$ cat src/rtl/draw_arbiter.sv
// Draw-job arbiter: round-robin grant among NREQ square requesters; each job erases the
// requester's previously drawn square (in BG_COL) before commanding the new one.
module draw_arbiter #(
  parameter int unsigned NREQ   = 3,
  parameter logic [2:0]  BG_COL = 3'b000
) (
  input  logic                 clk,
  input  logic                 resetn,
  input  logic [NREQ-1:0]      req,
  input  logic [10*NREQ-1:0]   x_in,
  input  logic [10*NREQ-1:0]   y_in,
  input  logic [10*NREQ-1:0]   size_in,
  input  logic [3*NREQ-1:0]    col_in,
  output logic [NREQ-1:0]      ack,
  output logic                 busy,
  output logic                 eng_go,
  output logic [9:0]           eng_x,
  output logic [9:0]           eng_y,
  output logic [9:0]           eng_size,
  output logic [2:0]           eng_col,
  input  logic                 eng_done
);

  localparam int unsigned IW = (NREQ > 1) ? $clog2(NREQ) : 1;

  typedef enum logic [2:0] {
    IDLE,
    ERASE_GO,
    ERASE_WAIT,
    DRAW_GO,
    DRAW_WAIT,
    ACK
  } state_t;

  state_t state, state_nxt;

  logic [9:0] rx [NREQ];
  logic [9:0] ry [NREQ];
  logic [9:0] rs [NREQ];
  logic [2:0] rc [NREQ];

  for (genvar i = 0; i < NREQ; i++) begin : g_unpack
    assign rx[i] = x_in[10*i +: 10];
    assign ry[i] = y_in[10*i +: 10];
    assign rs[i] = size_in[10*i +: 10];
    assign rc[i] = col_in[3*i +: 3];
  end

  logic [IW-1:0] ptr, gnt, gnt_q;
  logic          gnt_any;
  logic [9:0]    job_x, job_y, job_size;
  logic [2:0]    job_col;
  logic [9:0]    last_x    [NREQ];
  logic [9:0]    last_y    [NREQ];
  logic [9:0]    last_size [NREQ];
  logic [NREQ-1:0] last_valid;

  // First pending requester at or after ptr, wrapping around.
  always_comb begin
    gnt_any = 1'b0;
    gnt     = '0;
    for (int unsigned k = 0; k < NREQ; k++) begin
      if (!gnt_any && req[IW'((32'(ptr) + k) % NREQ)]) begin
        gnt_any = 1'b1;
        gnt     = IW'((32'(ptr) + k) % NREQ);
      end
    end
  end

  always_comb begin
    state_nxt = state;
    case (state)
      IDLE:
        if (gnt_any) begin
          if (last_valid[gnt])   state_nxt = ERASE_GO;
          else if (rs[gnt] == '0) state_nxt = ACK;
          else                   state_nxt = DRAW_GO;
        end
      ERASE_GO:   state_nxt = ERASE_WAIT;
      ERASE_WAIT: if (eng_done) state_nxt = (job_size == '0) ? ACK : DRAW_GO;
      DRAW_GO:    state_nxt = DRAW_WAIT;
      DRAW_WAIT:  if (eng_done) state_nxt = ACK;
      ACK:        state_nxt = IDLE;
      default:    state_nxt = IDLE;
    endcase
  end

  always_ff @(posedge clk) begin
    if (!resetn) state <= IDLE;
    else         state <= state_nxt;
  end

  assign busy   = (state != IDLE);
  assign eng_go = (state == ERASE_GO) || (state == DRAW_GO);

  always_comb begin
    ack = '0;
    if (state == ACK) ack[gnt_q] = 1'b1;
  end

  // The engine command is loaded on the edge entering a GO state so it is already
  // stable when eng_go rises and holds until the engine reports done.
  always_ff @(posedge clk) begin
    if (!resetn) begin
      ptr        <= '0;
      gnt_q      <= '0;
      job_x      <= '0;
      job_y      <= '0;
      job_size   <= '0;
      job_col    <= '0;
      last_valid <= '0;
      eng_x      <= '0;
      eng_y      <= '0;
      eng_size   <= '0;
      eng_col    <= '0;
      for (int unsigned i = 0; i < NREQ; i++) begin
        last_x[i]    <= '0;
        last_y[i]    <= '0;
        last_size[i] <= '0;
      end
    end else begin
      if (state == IDLE && gnt_any) begin
        gnt_q    <= gnt;
        job_x    <= rx[gnt];
        job_y    <= ry[gnt];
        job_size <= rs[gnt];
        job_col  <= rc[gnt];
        if (last_valid[gnt]) begin
          eng_x    <= last_x[gnt];
          eng_y    <= last_y[gnt];
          eng_size <= last_size[gnt];
          eng_col  <= BG_COL;
        end else begin
          eng_x    <= rx[gnt];
          eng_y    <= ry[gnt];
          eng_size <= rs[gnt];
          eng_col  <= rc[gnt];
        end
      end
      if (state == ERASE_WAIT && eng_done) begin
        eng_x    <= job_x;
        eng_y    <= job_y;
        eng_size <= job_size;
        eng_col  <= job_col;
      end
      if (state == ACK) begin
        last_x[gnt_q]     <= job_x;
        last_y[gnt_q]     <= job_y;
        last_size[gnt_q]  <= job_size;
        last_valid[gnt_q] <= (job_size != '0);
        ptr               <= IW'((32'(gnt_q) + 32'd1) % NREQ);
      end
    end
  end

endmodule

$ cat config.mk
export PLATFORM = sky130hd
export DESIGN_NAME = draw_arbiter
export DESIGN_NICKNAME = d
export VERILOG_FILES = /design/src/rtl/draw_arbiter.sv
export SDC_FILE = /design/constraint.sdc
export NUM_CORES = 1
export LEC_CHECK = 0
export CAP_MARGIN = 20
export CORE_MARGIN = 1
export CORE_UTILIZATION = 55
export DETAILED_ROUTE_END_ITERATION = 8
export PLACE_DENSITY = 0.81
export SLEW_MARGIN = 20
export SYNTH_ARGS = -nofsm -noshare
export SYNTH_HDL_FRONTEND = slang
export SYNTH_SLANG_ARGS = --single-unit
$ cat constraint.sdc
create_clock -name clk -period 3.5 [get_ports clk]
set_input_delay 0.525 -clock clk [delete_from_list [all_inputs] [get_ports clk]]
set_output_delay 0.525 -clock clk [all_outputs]
set_load 0.005 [all_outputs]
==> reports/results.ini, run 1 <==
[final_layout]
regArea_um2=5125
final_common_cell=nand2_1
final_cell_mix=nand2_1 (257), a21oi_1 (203), clkdlybuf4s50_1 (142)
multi_input_area_um2=4319
num_antenna_cells=0
drive_above_1_share_pct=7.368
synthToLayoutAreaGrowth_pct=21.56
nNetsFinal=1335
fillers=1322

[floorplan]
die_h_um=136.0
core_area_um2=17420
start_util_pct=56.72
die_w_um=136.0
rows=48
die_area_um2=18500
io_pins=143

[clock_network]
cts_tree=done
ctsHoldBuffers=0
post_cts_buffers=0
cts_made_buffers=17
root_buffer=clkbuf_16
clkLatencyLatePin_ns=0.44
htree_levels=4
cts-resized-gates=0
clockBufferDepth=2
cts.clk_slew.worst_paths_ns=0.07
cts_sinks=196

[logic_synthesis]
postSynthAreaPerCell_um2=8.820
synth_cells=1120
synthArstFlopShare_pct=0
synth_flop_cell=edfxtp_1
yosysSeqAreaShare_pct=51.88
yosysWarnings=0
ys_types=59
synth_nets=1233
netlist_area_um2=9878
synth-edff-count=120
ys_ff_latch=196

[global_routing]
track_usage_pct=30.29
antenna_found_initial=0
grt_first_pass_wirelength_mm=42.95
overflow=0
grt_max_degree=94
grt_pass1_vias=8466

[timing]
setup_viol=0
worst_slack_ns=0.4557
finalMaxSlewViolations=0
tns_ns=0
finalCriticalPeriod_ns=3.044
timing.slew.headroom_pct=45.25
rsz0062_at_grt=no
fmax_ghz=0.3285
clock_skew_ns=0.008171
worst_hold_slack_ns=0.5027
finalHoldViolations=0
min_period_over_period_pct=86.98
tightest_slew_ns=0.8213

[setup_path]
endpoint_kind=flop
critical_path_class=flop to flop
crit_fanout=93
r2r_slack_ns=0.46
worstPathRequired_ns=3.81
timing.rr.end=state[1]
arrival_ns=3.35
reg2regPathDepth=10
r2r_start=ptr[0]
cp-start-kind=flop

[hold_path]
hold_start=job_col[2]
hold_class=flop to flop
min_to=eng_col[2]
hold_depth=1

[detailed_routing]
num_vias=8817
drtAntennaViolNets=0
drcViolationCount=0
wirelength_mm=27.25
viasPerCell=6.039
dr.pass1.iters=5
wl_per_cell_um=18.66
drtIter0Drc=951

[power]
power_frac_seq_pct=43.2
sw_frac_of_total_pct=34.75
p_comb_share_pct=32.1
intPower_mw=4.657
p_leak_nw=4.478
peakVddDrop_mv=0.4062
pwr_density_cell_nw_per_um2=594.4
p_switching_mw=2.480
pwr-share-clk_pct=24.7

[placement]
post-dp-hpwl_mm=16.66
place_congestion=0.8991
preCtsSetupSlack_ns=0.2678
io_buffers=142

[outcome]
status=finished, final reports clean

[run]
max_cap_viol_count=0

## per-stage QoR
step | area (um^2) | std cells | total power [mW] | utilization [%]
finish | 12010 | 1460 | 7.137 | 68.94
global route | 12010 | 1460 | 7.486 | 68.94
CTS | 12010 | 1460 | 7.111 | 68.94
detailed placement | 11490 | 1428 | 5.365 | 65.95
global placement | 11490 | 1428 | 5.295 | 65.95
floorplan | 9878 | 1120 | 4.432 | -
## routing by layer
metal  vias up  track usage [%]  share of wire [%]
met5         -                0                  0
met4         0            10.49                2.1
met1      4185            38.92                 40
li1       4093                -                  -
met3        43            4.922                9.1
met2       496            51.64                 49
## layout make-up
class / count / share of cell area (%)
Clock inverter: 13 / 0.7398
Multi-Input combinational cell: 825 / 35.97
Sequential cell: 196 / 42.68
Tap cell: 225 / 2.344
Clock buffer: 19 / 3.605
Inverter: 13 / 0.4064
Timing Repair Buffer: 169 / 14.25
## worst max-delay path, cell delays in order, from the launching register on
cell and delay, ns:
dfxtp_1 0.38, inv_1 0.08, ha_1 0.44, nand3b_1 0.17, o211a_1 0.30, o22ai_4 0.20, buf_12 0.39, nand4_1 0.15
a2111oi_0 0.51, or2_0 0.20, nor4_2 0.04
## registers in the layout, indices dropped and copies added, names as in the netlist, 3 cells and up
signal,count
eng_size,10
state,3
eng_y,10
last_valid,3
job_size,10
last_x,40
job_x,10
job_y,10
last_y,40
job_col,3
eng_x,10
last_size,40
eng_col,3
## cell usage after synthesis (2+ instances only)
| master | instances | area [um^2] |
|---|---|---|
| buf_4 | 4 | 30.03 |
| inv_1 | 13 | 48.80 |
| a21oi_2 | 9 | 78.83 |
| a21oi_1 | 203 | 1016 |
| nor2b_1 | 2 | 12.51 |
| dfxtp_1 | 76 | 1521 |
| nand2_1 | 257 | 964.7 |
| nand3b_1 | 2 | 15.01 |
| a2111oi_0 | 2 | 17.52 |
| a32o_1 | 3 | 30.03 |
| clkbuf_1 | 45 | 168.9 |
| nor4_1 | 4 | 25.02 |
| a31oi_1 | 27 | 168.9 |
| mux2i_1 | 4 | 40.04 |
| ha_1 | 8 | 100.1 |
| o21ba_2 | 2 | 20.02 |
| a211oi_1 | 3 | 22.52 |
| nor2_1 | 71 | 266.5 |
| o21ai_0 | 67 | 335.3 |
| buf_6 | 5 | 56.30 |
| o211a_1 | 4 | 40.04 |
| and3_1 | 5 | 31.28 |
| mux2i_4 | 2 | 45.04 |
| nor3_1 | 8 | 40.04 |
| and2_1 | 96 | 600.6 |
| o31ai_1 | 4 | 30.03 |
| a31o_2 | 4 | 35.03 |
| buf_2 | 31 | 155.2 |
| o21ai_1 | 7 | 35.03 |
| edfxtp_1 | 120 | 3603 |
| nand4_1 | 4 | 25.02 |
## power by group through the flow
stage          clock network, mW  logic (mW)  registers (mW)
2_1_floorplan                  0        1.40            3.03
3_3_place_gp                   0        2.18            3.12
3_5_place_dp                   0        2.24            3.12
4_1_cts                     1.76        2.27            3.08
5_1_grt                     1.85        2.51            3.12
6_report                    1.77        2.29            3.08
## worst max path at each step
stage / from / endpoint / slack, ns / cells past startpoint
after global routing: ptr[0] / state[1] / 0.18 / 10
final: ptr[0] / state[1] / 0.46 / 10
after floorplan: ptr[0] / state[1] / 1.06 / 10
after detailed placement: req[2] / state[1] / 0.27 / 9
after CTS: ptr[0] / state[1] / 0.47 / 10
after global placement: req[2] / state[1] / 0.31 / 9
## cell families after synthesis
family,Yosys count,synth area share [%]
compound gates,349,20.13
fa+ha+maj,8,1.013
buf+inv,99,4.686
flops,196,51.88
mux,9,1.267
simple gates,459,21.03
(Power assumes the default switching activity.)
==> inputs of run 2 (changes only) <==
--- a/config.mk
+++ b/config.mk
@@ -5,8 +5,7 @@
 export SDC_FILE = /design/constraint.sdc
 export NUM_CORES = 1
 export LEC_CHECK = 0
-export CAP_MARGIN = 20
-export CORE_MARGIN = 1
+export CORE_MARGIN = 5
 export CORE_UTILIZATION = 55
 export DETAILED_ROUTE_END_ITERATION = 8
 export PLACE_DENSITY = 0.81
==> run 2 against run 1 <==
Net effect:
- routed wire length up 4.0%
- setup slack gained 0.053 ns
- via count is 0.12% higher
- largest power group unchanged
==> reports/results.ini, run 2 (same netlist as run 1, synthesis figures left out) <==
[outcome]
status=finished, final reports clean

[global_routing]
use_met3_pct=6.217
gr-max-usage-layer=met2
overflow=0
grt_pass1_vias=8493
track_usage_pct=27.31
grt_max_degree=79
met1_usage_pct=35.29
grt_first_pass_wirelength_mm=44.19
use_met2_pct=46.23
antenna_found_initial=0

[detailed_routing]
dr.pass1.iters=5
viasPerCell=6.005
wl_per_cell_um=19.28
num_vias=8828
drtAntennaViolNets=0
wirelength_mm=28.34
drcViolationCount=0
drtIter0Drc=1035

[placement]
place_congestion=0.9016
post-dp-hpwl_mm=17.81
io_buffers=142
place_area_um2=11540

[timing]
tns_ns=0
worst_hold_slack_ns=0.5069
timing.slew.headroom_pct=41.05
finalHoldViolations=0
clock_skew_ns=0.009610
finalCriticalPeriod_ns=2.992
min_period_over_period_pct=85.48
rsz0062_at_grt=no
setup_viol=0
fmax_ghz=0.3342
finalMaxSlewViolations=0
tightest_slew_ns=0.8833

[final_layout]
num_antenna_cells=0
nNetsFinal=1341
multi_input_area_um2=4320
reg_top3=last_size x40, last_x x40, last_y x40
final_area_um2=12160
drive_above_1_share_pct=8.058
synthToLayoutAreaGrowth_pct=23.13
final_cell_mix=nand2_1 (257), a21oi_1 (203), clkdlybuf4s50_1 (142)
regArea_um2=5125
final_common_cell=nand2_1
fillers=1385

[run]
max_cap_viol_count=0

[setup_path]
cp_cell_sequence=inv_1 -> ha_1 -> nand3b_1 -> o211a_1 -> o22ai_4 -> mux2i_2 -> mux2_4 -> buf_4 -> a21oi_1 -> a21oi_1
cp-start-kind=flop
crit_top_cell=a21oi_1
crit_buf_inv=2
path_delay_family=compound AO/OA/AOI/OAI gates
critical_path_class=flop to flop
max_stage_delay_ns=0.44
arrival_ns=3.36
cpMaxStageDelayCell=ha_1
worstPathRequired_ns=3.86
endpoint_kind=flop
crit_fanout=21

[clock_network]
clkLatencyLatePin_ns=0.44
cts_tree=done
post_cts_buffers=0
cts-resized-gates=0
cts_sinks=196
cts_made_buffers=17
root_buffer=clkbuf_16
htree_levels=4
clockBufferDepth=2
cts.clk_slew.worst_paths_ns=0.07
ctsHoldBuffers=0

[floorplan]
io_pins=143
die_w_um=144.0
die_area_um2=20740
core_area_um2=17840
start_util_pct=55.37
die_h_um=144.0
rows=49

[power]
pwr_density_cell_nw_per_um2=611.8
p_leak_nw=4.578
totalPowerFinal_mw=7.441
peakVddDrop_mv=0.4043

[hold_path]
hold_class=flop to flop

[run 2: path summary, 6_finish.rpt]
| path | from | to | slack [ns] | cells after the start |
|---|---|---|---|---|
| max reg2reg | ptr[0] | eng_y[5] | 0.51 | 10 |
| max | ptr[0] | eng_y[5] | 0.51 | 10 |
| min | job_col[2] | eng_col[2] | 0.51 | 1 |
| min reg2reg | job_col[2] | eng_col[2] | 0.51 | 1 |
[run 2: per-stage QoR]
stage	worst slack (ns)	std cells	util, %
after detailed placement	0.3751	1438	64.67
after CTS	0.5469	1470	68.17
final	0.5082	1470	68.17
after global placement	0.4696	1438	64.65
after global routing	0.3373	1470	68.17
after floorplan	1.061	1120	-
[run 2: final cells by class]
type                       count  share of cell area, %
sequential                   196                  42.14
tap                          229                  2.356
clock buffer                  20                  4.115
clock inverter                12                  1.029
multi-input combinational    825                  35.52
inverter                      13                 0.4012
timing repair buffer         175                  14.44
[run 2: per-layer routing]
| metal | vias up | share of wire [%] |
|---|---|---|
| li1 | 4110 | - |
| met5 | - | 0 |
| met2 | 458 | 49 |
| met1 | 4205 | 39 |
| met4 | 0 | 2.0 |
| met3 | 55 | 10 |
[run 2: report_power, final]
part / switching [mW] / internal, mW / leakage [nW] / total [mW]
clock network: 0.918 / 1.13 / 0.306 / 2.05
registers: 0.291 / 2.79 / 1.83 / 3.08
logic: 1.34 / 0.972 / 2.44 / 2.31
total: 2.55 / 4.89 / 4.58 / 7.44
